[config.mk]
export PLATFORM = sky130hd
export DESIGN_NAME = mux_nw_reg_flat
export DESIGN_NICKNAME = d
export VERILOG_FILES = /design/src/rtl/mux_nw_reg_if.sv /design/src/rtl/mux_nw_reg.sv /design/src/flat_wrapper.sv
export SDC_FILE = /design/constraint.sdc
export NUM_CORES = 1
export LEC_CHECK = 0
export CORE_AREA = 2 2 64 66
export CTS_CLUSTER_DIAMETER = 100
export CTS_CLUSTER_SIZE = 25
export DETAILED_ROUTE_END_ITERATION = 16
export DIE_AREA = 0 0 66 68
export GPL_ROUTABILITY_DRIVEN = 0
export PLACE_DENSITY_LB_ADDON = 0.2
export SLEW_MARGIN = 30
export SYNTH_ARGS = -nofsm -noshare
export SYNTH_HDL_FRONTEND = slang
export SYNTH_SLANG_ARGS = --single-unit
[constraint.sdc]
create_clock -name clk -period 2.2 [get_ports clk]
set_clock_uncertainty 0.15 [all_clocks]
set_input_delay 0.22 -clock clk [delete_from_list [all_inputs] [get_ports clk]]
set_output_delay 0.22 -clock clk [all_outputs]
set_load 0.01 [all_outputs]
[src/rtl/mux_nw_reg_if.sv]
// rtl/mux_nw_reg_if.sv - select/data bundle for mux_nw_reg; y_par exists only with MUX_NW_REG_PARITY_EN
interface mux_nw_reg_if #(
    parameter int WIDTH  = 8,
    parameter int NUM_IN = 8,
    parameter int SEL_W  = 3
);
    logic [NUM_IN*WIDTH-1:0] in_bus;
    logic [SEL_W-1:0]        sel;
    logic                    sel_valid;
    logic                    scan_en;
    logic                    hold;
    logic [WIDTH-1:0]        y;
    logic                    y_valid;
    logic [SEL_W-1:0]        cur_sel;
    logic                    sel_err;
`ifdef MUX_NW_REG_PARITY_EN
    logic                    y_par;

    modport master (
        output in_bus, sel, sel_valid, scan_en, hold,
        input  y, y_valid, cur_sel, sel_err, y_par
    );

    modport slave (
        input  in_bus, sel, sel_valid, scan_en, hold,
        output y, y_valid, cur_sel, sel_err, y_par
    );
`else
    modport master (
        output in_bus, sel, sel_valid, scan_en, hold,
        input  y, y_valid, cur_sel, sel_err
    );

    modport slave (
        input  in_bus, sel, sel_valid, scan_en, hold,
        output y, y_valid, cur_sel, sel_err
    );
`endif
endinterface

[src/rtl/mux_nw_reg.sv]
// rtl/mux_nw_reg.sv - registered N-way word selector with scan, hold and range check; optional y_par via MUX_NW_REG_PARITY_EN
module mux_nw_reg #(
    parameter int WIDTH  = 8,
    parameter int NUM_IN = 8,
    parameter int SEL_W  = 3
) (
    input  logic           clk,
    input  logic           reset,
    mux_nw_reg_if.slave    bus
);
    // One extra bit so NUM_IN == 2**SEL_W still compares correctly.
    localparam logic [SEL_W:0]   NUM_IN_EXT = (SEL_W+1)'(NUM_IN);
    localparam logic [SEL_W-1:0] LAST_SEL   = SEL_W'(NUM_IN - 1);

    logic [SEL_W-1:0] sel_q;
    logic             loaded;
    logic [WIDTH-1:0] y_q;
    logic             y_valid_q;
    logic             sel_err_q;
    logic [WIDTH-1:0] word_sel;
    logic             sel_in_range;

    // Pick the word addressed by the current select register (pre-update value).
    always_comb begin
        word_sel = '0;
        for (int k = 0; k < NUM_IN; k++) begin
            if (sel_q == SEL_W'(k)) begin
                word_sel = bus.in_bus[k*WIDTH +: WIDTH];
            end
        end
    end

    assign sel_in_range = ({1'b0, bus.sel} < NUM_IN_EXT);

    // Select register, data register and error pulse; hold freezes everything but sel_err.
    always_ff @(posedge clk or posedge reset) begin
        if (reset) begin
            sel_q     <= '0;
            loaded    <= 1'b0;
            y_q       <= '0;
            y_valid_q <= 1'b0;
            sel_err_q <= 1'b0;
        end else if (bus.hold) begin
            sel_err_q <= 1'b0;
        end else begin
            y_q       <= word_sel;
            y_valid_q <= loaded;
            if (bus.scan_en) begin
                sel_q     <= (sel_q == LAST_SEL) ? '0 : sel_q + SEL_W'(1);
                loaded    <= 1'b1;
                sel_err_q <= 1'b0;
            end else if (bus.sel_valid) begin
                if (sel_in_range) begin
                    sel_q     <= bus.sel;
                    loaded    <= 1'b1;
                    sel_err_q <= 1'b0;
                end else begin
                    sel_err_q <= 1'b1;
                end
            end else begin
                sel_err_q <= 1'b0;
            end
        end
    end

    assign bus.y       = y_q;
    assign bus.y_valid = y_valid_q;
    assign bus.cur_sel = sel_q;
    assign bus.sel_err = sel_err_q;

`ifdef MUX_NW_REG_PARITY_EN
    logic y_par_q;

    // Parity captured on the same edge as y so the two never disagree.
    always_ff @(posedge clk or posedge reset) begin
        if (reset) begin
            y_par_q <= 1'b0;
        end else if (!bus.hold) begin
            y_par_q <= ^word_sel;
        end
    end

    assign bus.y_par = y_par_q;
`endif
endmodule
[src/flat_wrapper.sv]
// flat-port wrapper written by rule: the top's interface ports become plain ports
module mux_nw_reg_flat 
#(
    parameter int WIDTH  = 8,
    parameter int NUM_IN = 8,
    parameter int SEL_W  = 3
)
  (clk, reset, bus_in_bus, bus_sel, bus_sel_valid, bus_scan_en, bus_hold, bus_y, bus_y_valid, bus_cur_sel, bus_sel_err);
  mux_nw_reg_if #(.WIDTH(WIDTH), .NUM_IN(NUM_IN), .SEL_W(SEL_W)) bus_i ();
  input  logic clk;
  input  logic reset;
  input wire logic [$bits(bus_i.in_bus)-1:0] bus_in_bus;
  input wire logic [$bits(bus_i.sel)-1:0] bus_sel;
  input wire logic [$bits(bus_i.sel_valid)-1:0] bus_sel_valid;
  input wire logic [$bits(bus_i.scan_en)-1:0] bus_scan_en;
  input wire logic [$bits(bus_i.hold)-1:0] bus_hold;
  output wire logic [$bits(bus_i.y)-1:0] bus_y;
  output wire logic [$bits(bus_i.y_valid)-1:0] bus_y_valid;
  output wire logic [$bits(bus_i.cur_sel)-1:0] bus_cur_sel;
  output wire logic [$bits(bus_i.sel_err)-1:0] bus_sel_err;
  assign bus_i.in_bus = bus_in_bus;
  assign bus_i.sel = bus_sel;
  assign bus_i.sel_valid = bus_sel_valid;
  assign bus_i.scan_en = bus_scan_en;
  assign bus_i.hold = bus_hold;
  assign bus_y = bus_i.y;
  assign bus_y_valid = bus_i.y_valid;
  assign bus_cur_sel = bus_i.cur_sel;
  assign bus_sel_err = bus_i.sel_err;
  mux_nw_reg #(.WIDTH(WIDTH), .NUM_IN(NUM_IN), .SEL_W(SEL_W)) u_core (.clk(clk), .reset(reset), .bus(bus_i));
endmodule
# [Yosys cells after proc, flatten, opt, wreduce, memory -nomap -nowiden]
# Cells that the tools add are included.
[word_totals] elab_cells=29 regBits=13
[classes] muxes=13 add_sub_neg=1 n_reduce_logical=3 bitwise=1 eq_ne=7
[op_table] op="$mux W8" n=8
[op_table] op="$eq A3 B3 Y1 const B" n=4
[op_table] op="$mux W3" n=3
[op_table] op="$eq A3 B2 Y1 const B" n=2
[op_table] op="$add A3 B1 Y3 const B" n=1
[op_table] op="$eq A3 B1 Y1 const B" n=1
[op_table] op="$logic_not A3 Y1" n=1
[op_table] op="$mux W1" n=2
[op_table] op="$reduce_and A2 Y1" n=1
[op_table] op="$reduce_bool A2 Y1" n=1
[op_table] op="$not A1 Y1" n=1

# [Depth between registers and ports, before layout]
[depth] depth_word=9 ltp_mapped=9 depth_no_buf=6

# [Worst setup path before layout]
# No wires, ideal clock.
[synth_path] path_type="register to register" from="register u_core.sel_q[2] (netlist: u_core.bus.cur_sel[2])" to="register u_core.y_q[4] (netlist: u_core.bus.y[4])" n_path_buf=3 stages_incl_launch_ff=10 arrival_time_ns=1.694 required_time_ns=1.908 period_less_slack_ns=1.986 setup_slack_ns=0.214 setup_time_ns=0.142 cell_sequence="dfrtp_1 -> buf_4 -> inv_1 -> buf_2 -> ha_1 -> buf_2 -> a21o_1 -> a21oi_1 -> a2bb2oi_1 -> o221ai_1"
[synth_between] elab_chain_len=9 elab_cells_between_ends=16
[synth_rtl] item="start: declaration" line="mux_nw_reg.sv:15" text="logic [SEL_W-1:0] sel_q;"
[synth_rtl] item="start signal: assignment" line="mux_nw_reg.sv:49" text="sel_q <= (sel_q == LAST_SEL) ? '0 : sel_q + SEL_W'(1);"
[synth_rtl] item="start signal: assignment" line="mux_nw_reg.sv:54" text="sel_q <= bus.sel;"
[synth_rtl] item="$logic_not A3 Y1" line="mux_nw_reg.sv:27" text="if (sel_q == SEL_W'(k)) begin"
[synth_rtl] item="$mux W8 (7 in a row)" line="mux_nw_reg.sv:27"
[synth_rtl] item="$mux W8 (*)" line="mux_nw_reg.sv:27"
[synth_rtl] item="end signal: assignment" line="mux_nw_reg.sv:46" text="y_q <= word_sel;"
[synth_rtl] item="end: declaration" line="mux_nw_reg.sv:17" text="logic [WIDTH-1:0] y_q;"
# Every way passes the cells marked *; elsewhere a longest branch is shown, timed or not.
# A chain may end at the register's enable or synchronous reset.

# [Worst setup path after layout]
[layout_path] from="register u_core.sel_q[0] (netlist: u_core.bus.cur_sel[0])" to="register u_core.y_q[3] (netlist: u_core.bus.y[3])"
# Same word-level chain as after synthesis.

==> summary.md <==
| Metric | Value |
|---|---|
| CTS Buffer Depth | 2 |
| Most frequent cells in the layout | clkdlybuf4s50_1 (83), a21oi_1 (25), nand2_1 (23) |
| Seq/Total Area, Yosys | 24.16% |
| Non-Filler Instances | 310 |
| Type of origin of the critical path | flip-flop |
| MaxCap Viol Count | 0 |
| Mapped Area | 0.001346 mm2 |
| Gr usage total | 19.80% |
| Final hold slack | 0.1567 ns |
| Fill count | 372 |
| Adder-cell share of the synthesized area | 5.576% |
| Placed Instances | 306 |
| Arrival @ worst endpoint | 1.99 ns |
| RSZ-0062 raised after global routing | no |
| Synth cell types | 30 |
| Met2 GRT Util | 35.23% |
| Req. time, crit path | 2.16 ns |
| DRC | 0 |
| DIE HEIGHT | 68 um |
| Total Routed Length | 4357 um |
| R2R Path Start | u_core.bus.cur_sel[0]$_DFFE_PP0P_ |
| Final hold vios | 0 |
| Met3 GRT Util | 5.592% |
| First-pass GRT wire length | 6844 um |
| Slew HR | 62.07% |
| Top cells by area, synth | dfrtp_1 (24%), a21oi_1 (9.3%), nand2_1 (6.4%) |
| Mux share of post-synthesis cell area | 0.8364% |
| Final period util | 92.10% |
| Crit end category | flip-flop |
| Port buffer count | 83 |
| H-tree levels | 1 |
| CP max FO | 16 |
| Sum of buffers and inverters on the critical path | 2 |
| R2r endpoint | u_core.bus.y[3]$_DFFE_PP0N_ |
| Top delay family on crit path | adder cells |
| M1 GR Usage | 23.59% |
| Fmax | 493.5 MHz |
| Placed cell areas | 0.002210 mm2 |
| First DRT Iteration DRCs | 103 |
| IO Count | 85 |
| TritonCTS buffer count | 3 |
| Worst-Margin Slew | 0.5690 ns |
| Syn_nets | 257 |
| DR WL/cell | 14.05 um |
| R2r worst-path depth | 6 |
| Pwr dens | 709.2 mW/mm2 |
| Slowest CP cell | ha_1 |
| Die width | 66 um |
| Final #Nets | 339 |
| CTS sink cnt | 13 |
| Leading cell type in the layout, fill and taps excluded | clkdlybuf4s50_1 |
| Antenna violations before repair | 0 |
| Average cell area after synthesis | 7.521 um2 |
| Stages on worst setup path | 6 |
| CTS tree | yes |
| Setup-failing EPs final | 0 |
| Simple-gate share of the synthesized area | 16.26% |
| Antenna Diode Count | 0 |
| Skew-Pair Late Insertion Delay | 0.24 ns |
| Dpl hpwl | 3479 um |
| Synth top area share | 24.16% |
| Largest net degree at the start of global routing | 36 |
| Post_cts resized | 0 |
| Seq cells post-synth | 13 |
| Post-CTS Hold Fix Bufs | 0 |
| Critical path, cell by cell | inv_1, ha_1, buf_4, a221oi_1, o22ai_1, a31oi_1 |
| Synth async-reset ratio | 100.0% |
| Tmin final | 2.026 ns |
| Initial core utilization | 34.91% |
| Cell at the root of the clock tree | clkbuf_8 |
| Post-CTS setup repair buffer count | 0 |
| Site Rows | 23 |
| Antenna Nets Post-Route | 0 |
| Cells after synthesis | 179 |
| Synth Area in XOR/XNOR | 0% |
| R2R Setup Slk | 0.17 ns |
| Vias per inst | 5.074 |
| Worst vdd ir | 0.3724 mV |
| Synth Flop Type | dfrtp_1 |
| Synth Area in Compound Gates | 38.01% |
| LEAKAGE | 0.9328 nW |
| Fin area | 0.002263 mm2 |
| Largest family of logic cells by synthesized area | compound AO/OA/AOI/OAI gates |
| Number of synthesized flops with an enable pin | 0 |
| Cell taking the most area after synthesis | dfrtp_1 |
| Clock transition at the registers of the reported paths | 0.05 ns |
| Via count | 1573 |
| Share of layout cells above drive strength 1 | 8.077% |
| Hold WC Path Type | input port to asynchronous set/reset pin |
| Ys Warns | 0 |
| Critical Path Max Stage Delay | 0.54 ns |
| Grt total ovfl | 0 |
| Initial DRT Pass Iterations | 4 |
| Die Area | 0.004488 mm2 |
| Status | finished, final reports clean |
| Syn-to-layout area delta | 68.12% |
| Top Usage Layer GRT | met2 |
| Tot Pwr | 0.001605 W |
| Vias in the first global route | 1532 |
| Pins over their slew limit | 0 |
| CP Class | flip-flop to flip-flop |
| Core area | 0.003856 mm2 |
| Final setup TNS | 0 ns |
==> synthesized netlist by cell type, types with 3 or more instances <==
| cell type | number |
|---|---|
| a31oi_1 | 6 |
| nand3b_1 | 8 |
| a2bb2oi_1 | 3 |
| o21ai_0 | 10 |
| a21oi_1 | 25 |
| buf_2 | 7 |
| o221ai_1 | 6 |
| o22ai_1 | 10 |
| ha_1 | 6 |
| buf_6 | 3 |
| a221oi_2 | 5 |
| buf_4 | 4 |
| inv_1 | 21 |
| a21o_1 | 3 |
| a221oi_1 | 5 |
| nand2_1 | 23 |
| dfrtp_1 | 13 |
| nor2_1 | 6 |
==> worst max-delay path by stage <==
stage                                                  from  slack, ns                           to
after floorplan           u_core.bus.cur_sel[2]$_DFFE_PP0P_       0.21  u_core.bus.y[4]$_DFFE_PP0N_
after global placement    u_core.bus.cur_sel[0]$_DFFE_PP0P_       0.18  u_core.bus.y[5]$_DFFE_PP0N_
after detailed placement  u_core.bus.cur_sel[0]$_DFFE_PP0P_       0.16  u_core.bus.y[2]$_DFFE_PP0N_
after CTS                 u_core.bus.cur_sel[0]$_DFFE_PP0P_       0.15  u_core.bus.y[2]$_DFFE_PP0N_
after global routing      u_core.bus.cur_sel[0]$_DFFE_PP0P_       0.02  u_core.bus.y[3]$_DFFE_PP0N_
final                     u_core.bus.cur_sel[0]$_DFFE_PP0P_       0.17  u_core.bus.y[3]$_DFFE_PP0N_
==> power breakdown <==
group / internal [W] / leakage [nW] / switching, W / total, W
Sequential: 0.000316 / 0.150 / 0.0000472 / 0.000363
Combinational: 0.000549 / 0.760 / 0.000478 / 0.00103
Clock: 0.000128 / 0.0228 / 0.0000867 / 0.000215
Total: 0.000993 / 0.933 / 0.000612 / 0.00161
==> registers in the layout (all words and copies together) (netlist names) <==
name                count
u_core.bus.y            8
u_core.bus.y_valid      1
u_core.bus.cur_sel      3
u_core.loaded           1
==> stage by stage <==
step / utilization [%] / worst slack, ns
4_1_cts: 58.47 / 0.1509
3_5_place_dp: 57.30 / 0.1557
2_1_floorplan: - / 0.2142
5_1_grt: 58.70 / 0.02086
3_3_place_gp: 57.30 / 0.1796
6_report: 58.70 / 0.1738
==> logic make-up after synthesis <==
logic type,count (synthesis)
AO/OA/AOI/OAI,75
adder cells (fa/ha/maj),6
buffers and inverters,38
flip-flops,13
multiplexers,1
other,1
AND/OR/NAND/NOR,45
==> area by class of cell <==
class	instances	area, um2	area share, %
clock buffers	4	45.04	1.990
inverters	22	82.58	3.648
multi-input cells	128	829.5	36.65
flip-flops and latches	13	325.3	14.37
well taps	50	62.56	2.764
repair buffers	93	918.4	40.57
==> metal layers <==
layer / part of all wire (%) / vias to the layer above / routed length [um]
met5: 0 / - / 0
met4: 1.4 / 0 / 61
met3: 8.0 / 8 / 350
met2: 49 / 59 / 2148
met1: 41 / 702 / 1797
li1: - / 804 / -
(Power assumes the default switching activity.)
==> RTL change (same flow settings) <==
`WIDTH` is set to 8 in 3 places; all go to 10.
--- a/src/rtl/mux_nw_reg_if.sv
+++ b/src/rtl/mux_nw_reg_if.sv
@@ -1,5 +1,5 @@
 // rtl/mux_nw_reg_if.sv - select/data bundle for mux_nw_reg; y_par exists only with MUX_NW_REG_PARITY_EN
 interface mux_nw_reg_if #(
-    parameter int WIDTH  = 8,
+    parameter int WIDTH  = 10,
     parameter int NUM_IN = 8,
     parameter int SEL_W  = 3
--- a/src/rtl/mux_nw_reg.sv
+++ b/src/rtl/mux_nw_reg.sv
@@ -1,5 +1,5 @@
 // rtl/mux_nw_reg.sv - registered N-way word selector with scan, hold and range check; optional y_par via MUX_NW_REG_PARITY_EN
 module mux_nw_reg #(
-    parameter int WIDTH  = 8,
+    parameter int WIDTH  = 10,
     parameter int NUM_IN = 8,
     parameter int SEL_W  = 3
--- a/src/flat_wrapper.sv
+++ b/src/flat_wrapper.sv
@@ -2,5 +2,5 @@
 module mux_nw_reg_flat 
 #(
-    parameter int WIDTH  = 8,
+    parameter int WIDTH  = 10,
     parameter int NUM_IN = 8,
     parameter int SEL_W  = 3
Ports: changed (resized bus_in_bus and bus_y); port bits go from 85 to 103. The function was not compared with the original's and may differ.
==> RTL change against the original RTL <==
- sequential cell count grew 2
- first-iteration DRC count grew 120%
- largest power group unchanged
- via count grew 26%
- routed wire length grew 29%
- area after synthesis grew 18%
- critical path depth grew 2
- total power grew 23%
- sequential power grew 23%
- worst setup slack lost 56 ps
- synthesized cell count grew 18%
- sequential share of layout area shrank 0.60 points
- design area grew 21%
==> RTL change: results (changes against the original RTL) <==
- Result of the run: complete, no violations (unchanged).
- The final design instance area without fill was 2740 um2 (was 2260 um2).
- The reg-to-reg setup timing slack was 120 ps (was 170 ps).
- The total number of multi-input combinational cells is 169 (was 128).
- The non-clock buffer contribution to total cell area was 0.416 (was 0.406).
- The depth of the most critical reg-to-reg path came to 8 (was 6).
- The clock-pin slew reported for the worst setup and hold paths after clock tree synthesis was 70 ps (was 50 ps).
- Share of the yosys chip area belonging to registers: 0.235 (was 0.242)
* Number of buffers inserted by port buffering: 101 (was 83)
* CP Data Arrival Time: 2090 ps (was 1990 ps)
- Number of logic inverters in the finished layout: 8 (was 22)
- The HPWL after detailed placement was 4570 um (was 3480 um).
* Largest register FFs: 10 (was 8)
- Layout net count: 405 (was 339)
* Synth top cells by count: nand2_1 (41), dfrtp_1 (15), a21oi_1 (12) (was a21oi_1 (25), nand2_1 (23), inv_1 (21))
- Worst path setup slack after routing: 117 ps (was 174 ps)
- The final routed wirelength across all metal layers is 5610 um (was 4360 um).
- Post-synthesis share of cell area spent on full adders, half adders and majority gates: 0.0471 (was 0.0558)
- Synth Area in Compound Gates: 0.384 (was 0.380)
- Final cell count without fillers: 360 (was 310)
- The largest net degree at the start of global routing was 25 (was 36).
* Worst r2r dst: u_core.bus.y[0] (was u_core.bus.y[3])
- Crit path max fanout: 15 (was 16)
- Largest cells by area after synthesis: dfrtp_1 (24%), nand2_1 (9.6%), a22oi_1 (4.7%), ha_1 (4.7%), a32oi_1 (4.4%) (was dfrtp_1 (24%), a21oi_1 (9.3%), nand2_1 (6.4%), inv_1 (5.9%), a221oi_2 (5.6%))
* Fraction of area in multi-input gates: 0.396 (was 0.367)
- Leakage component of the power: 1.05 nW (was 0.933 nW)
- FF-to-FF Start: u_core.bus.cur_sel[1] (was u_core.bus.cur_sel[0])
- Number of distinct library cells after synthesis: 42 (was 30)
* Cells after synthesis: 212 (was 179)
- Cell with the largest stage delay on the worst path: dfrtp_1 (was ha_1)
- The biggest cell delay along the critical path came to 420 ps (was 540 ps).
* Via count of the first global-routing pass: 1794 (was 1532)
- Sinks on Clock Net: 15 (was 13)
- Total vias in the final route: 1976 (was 1573)
- Power consumed by combinational cells: 1.29 mW (was 1.03 mW)
- The final-layout clock buffer total was 3 (was 4).
- The multiplexer area fraction after synthesis is 0.00706 (was 0.00836).
- Net count after synthesis: 306 (was 257)
- Max rail drop VDD: 0.388 mV (was 0.372 mV)
[RTL change: routing by layer]
layer	part of all wire	GRT usage	wire, um
met5	0	0	0
met4	0.016	0.0714	91
met3	0.076	0.0247	427
met2	0.48	0.393	2670
met1	0.43	0.364	2420
[RTL change: critical path: cells and delay by family, from the launching register on]
kind	cells	cell delay [ps]
flops	1	420
fa+ha+maj	2	580
compound gates	3	470
buf+inv	2	290
simple gates	1	90
[RTL change: how the worst min path moves through the flow]
stage                  start                     to  slack (ps)  cells past startpoint
2_1_floorplan          reset  u_core.bus.cur_sel[0]         -30                      1
6_report               reset        u_core.bus.y[1]         190                      2
5_1_grt                reset        u_core.bus.y[1]         250                      2
3_3_place_gp   u_core.loaded          u_core.loaded         300                      1
3_5_place_dp   u_core.loaded          u_core.loaded         310                      1
4_1_cts                reset        u_core.bus.y[1]         210                      2
[RTL change: repair_timing]
action	in CTS	in global routing
endpoints found under the setup margin	0	6
resized for setup	0	4
hold buffers	0	0
setup buffers	0	2
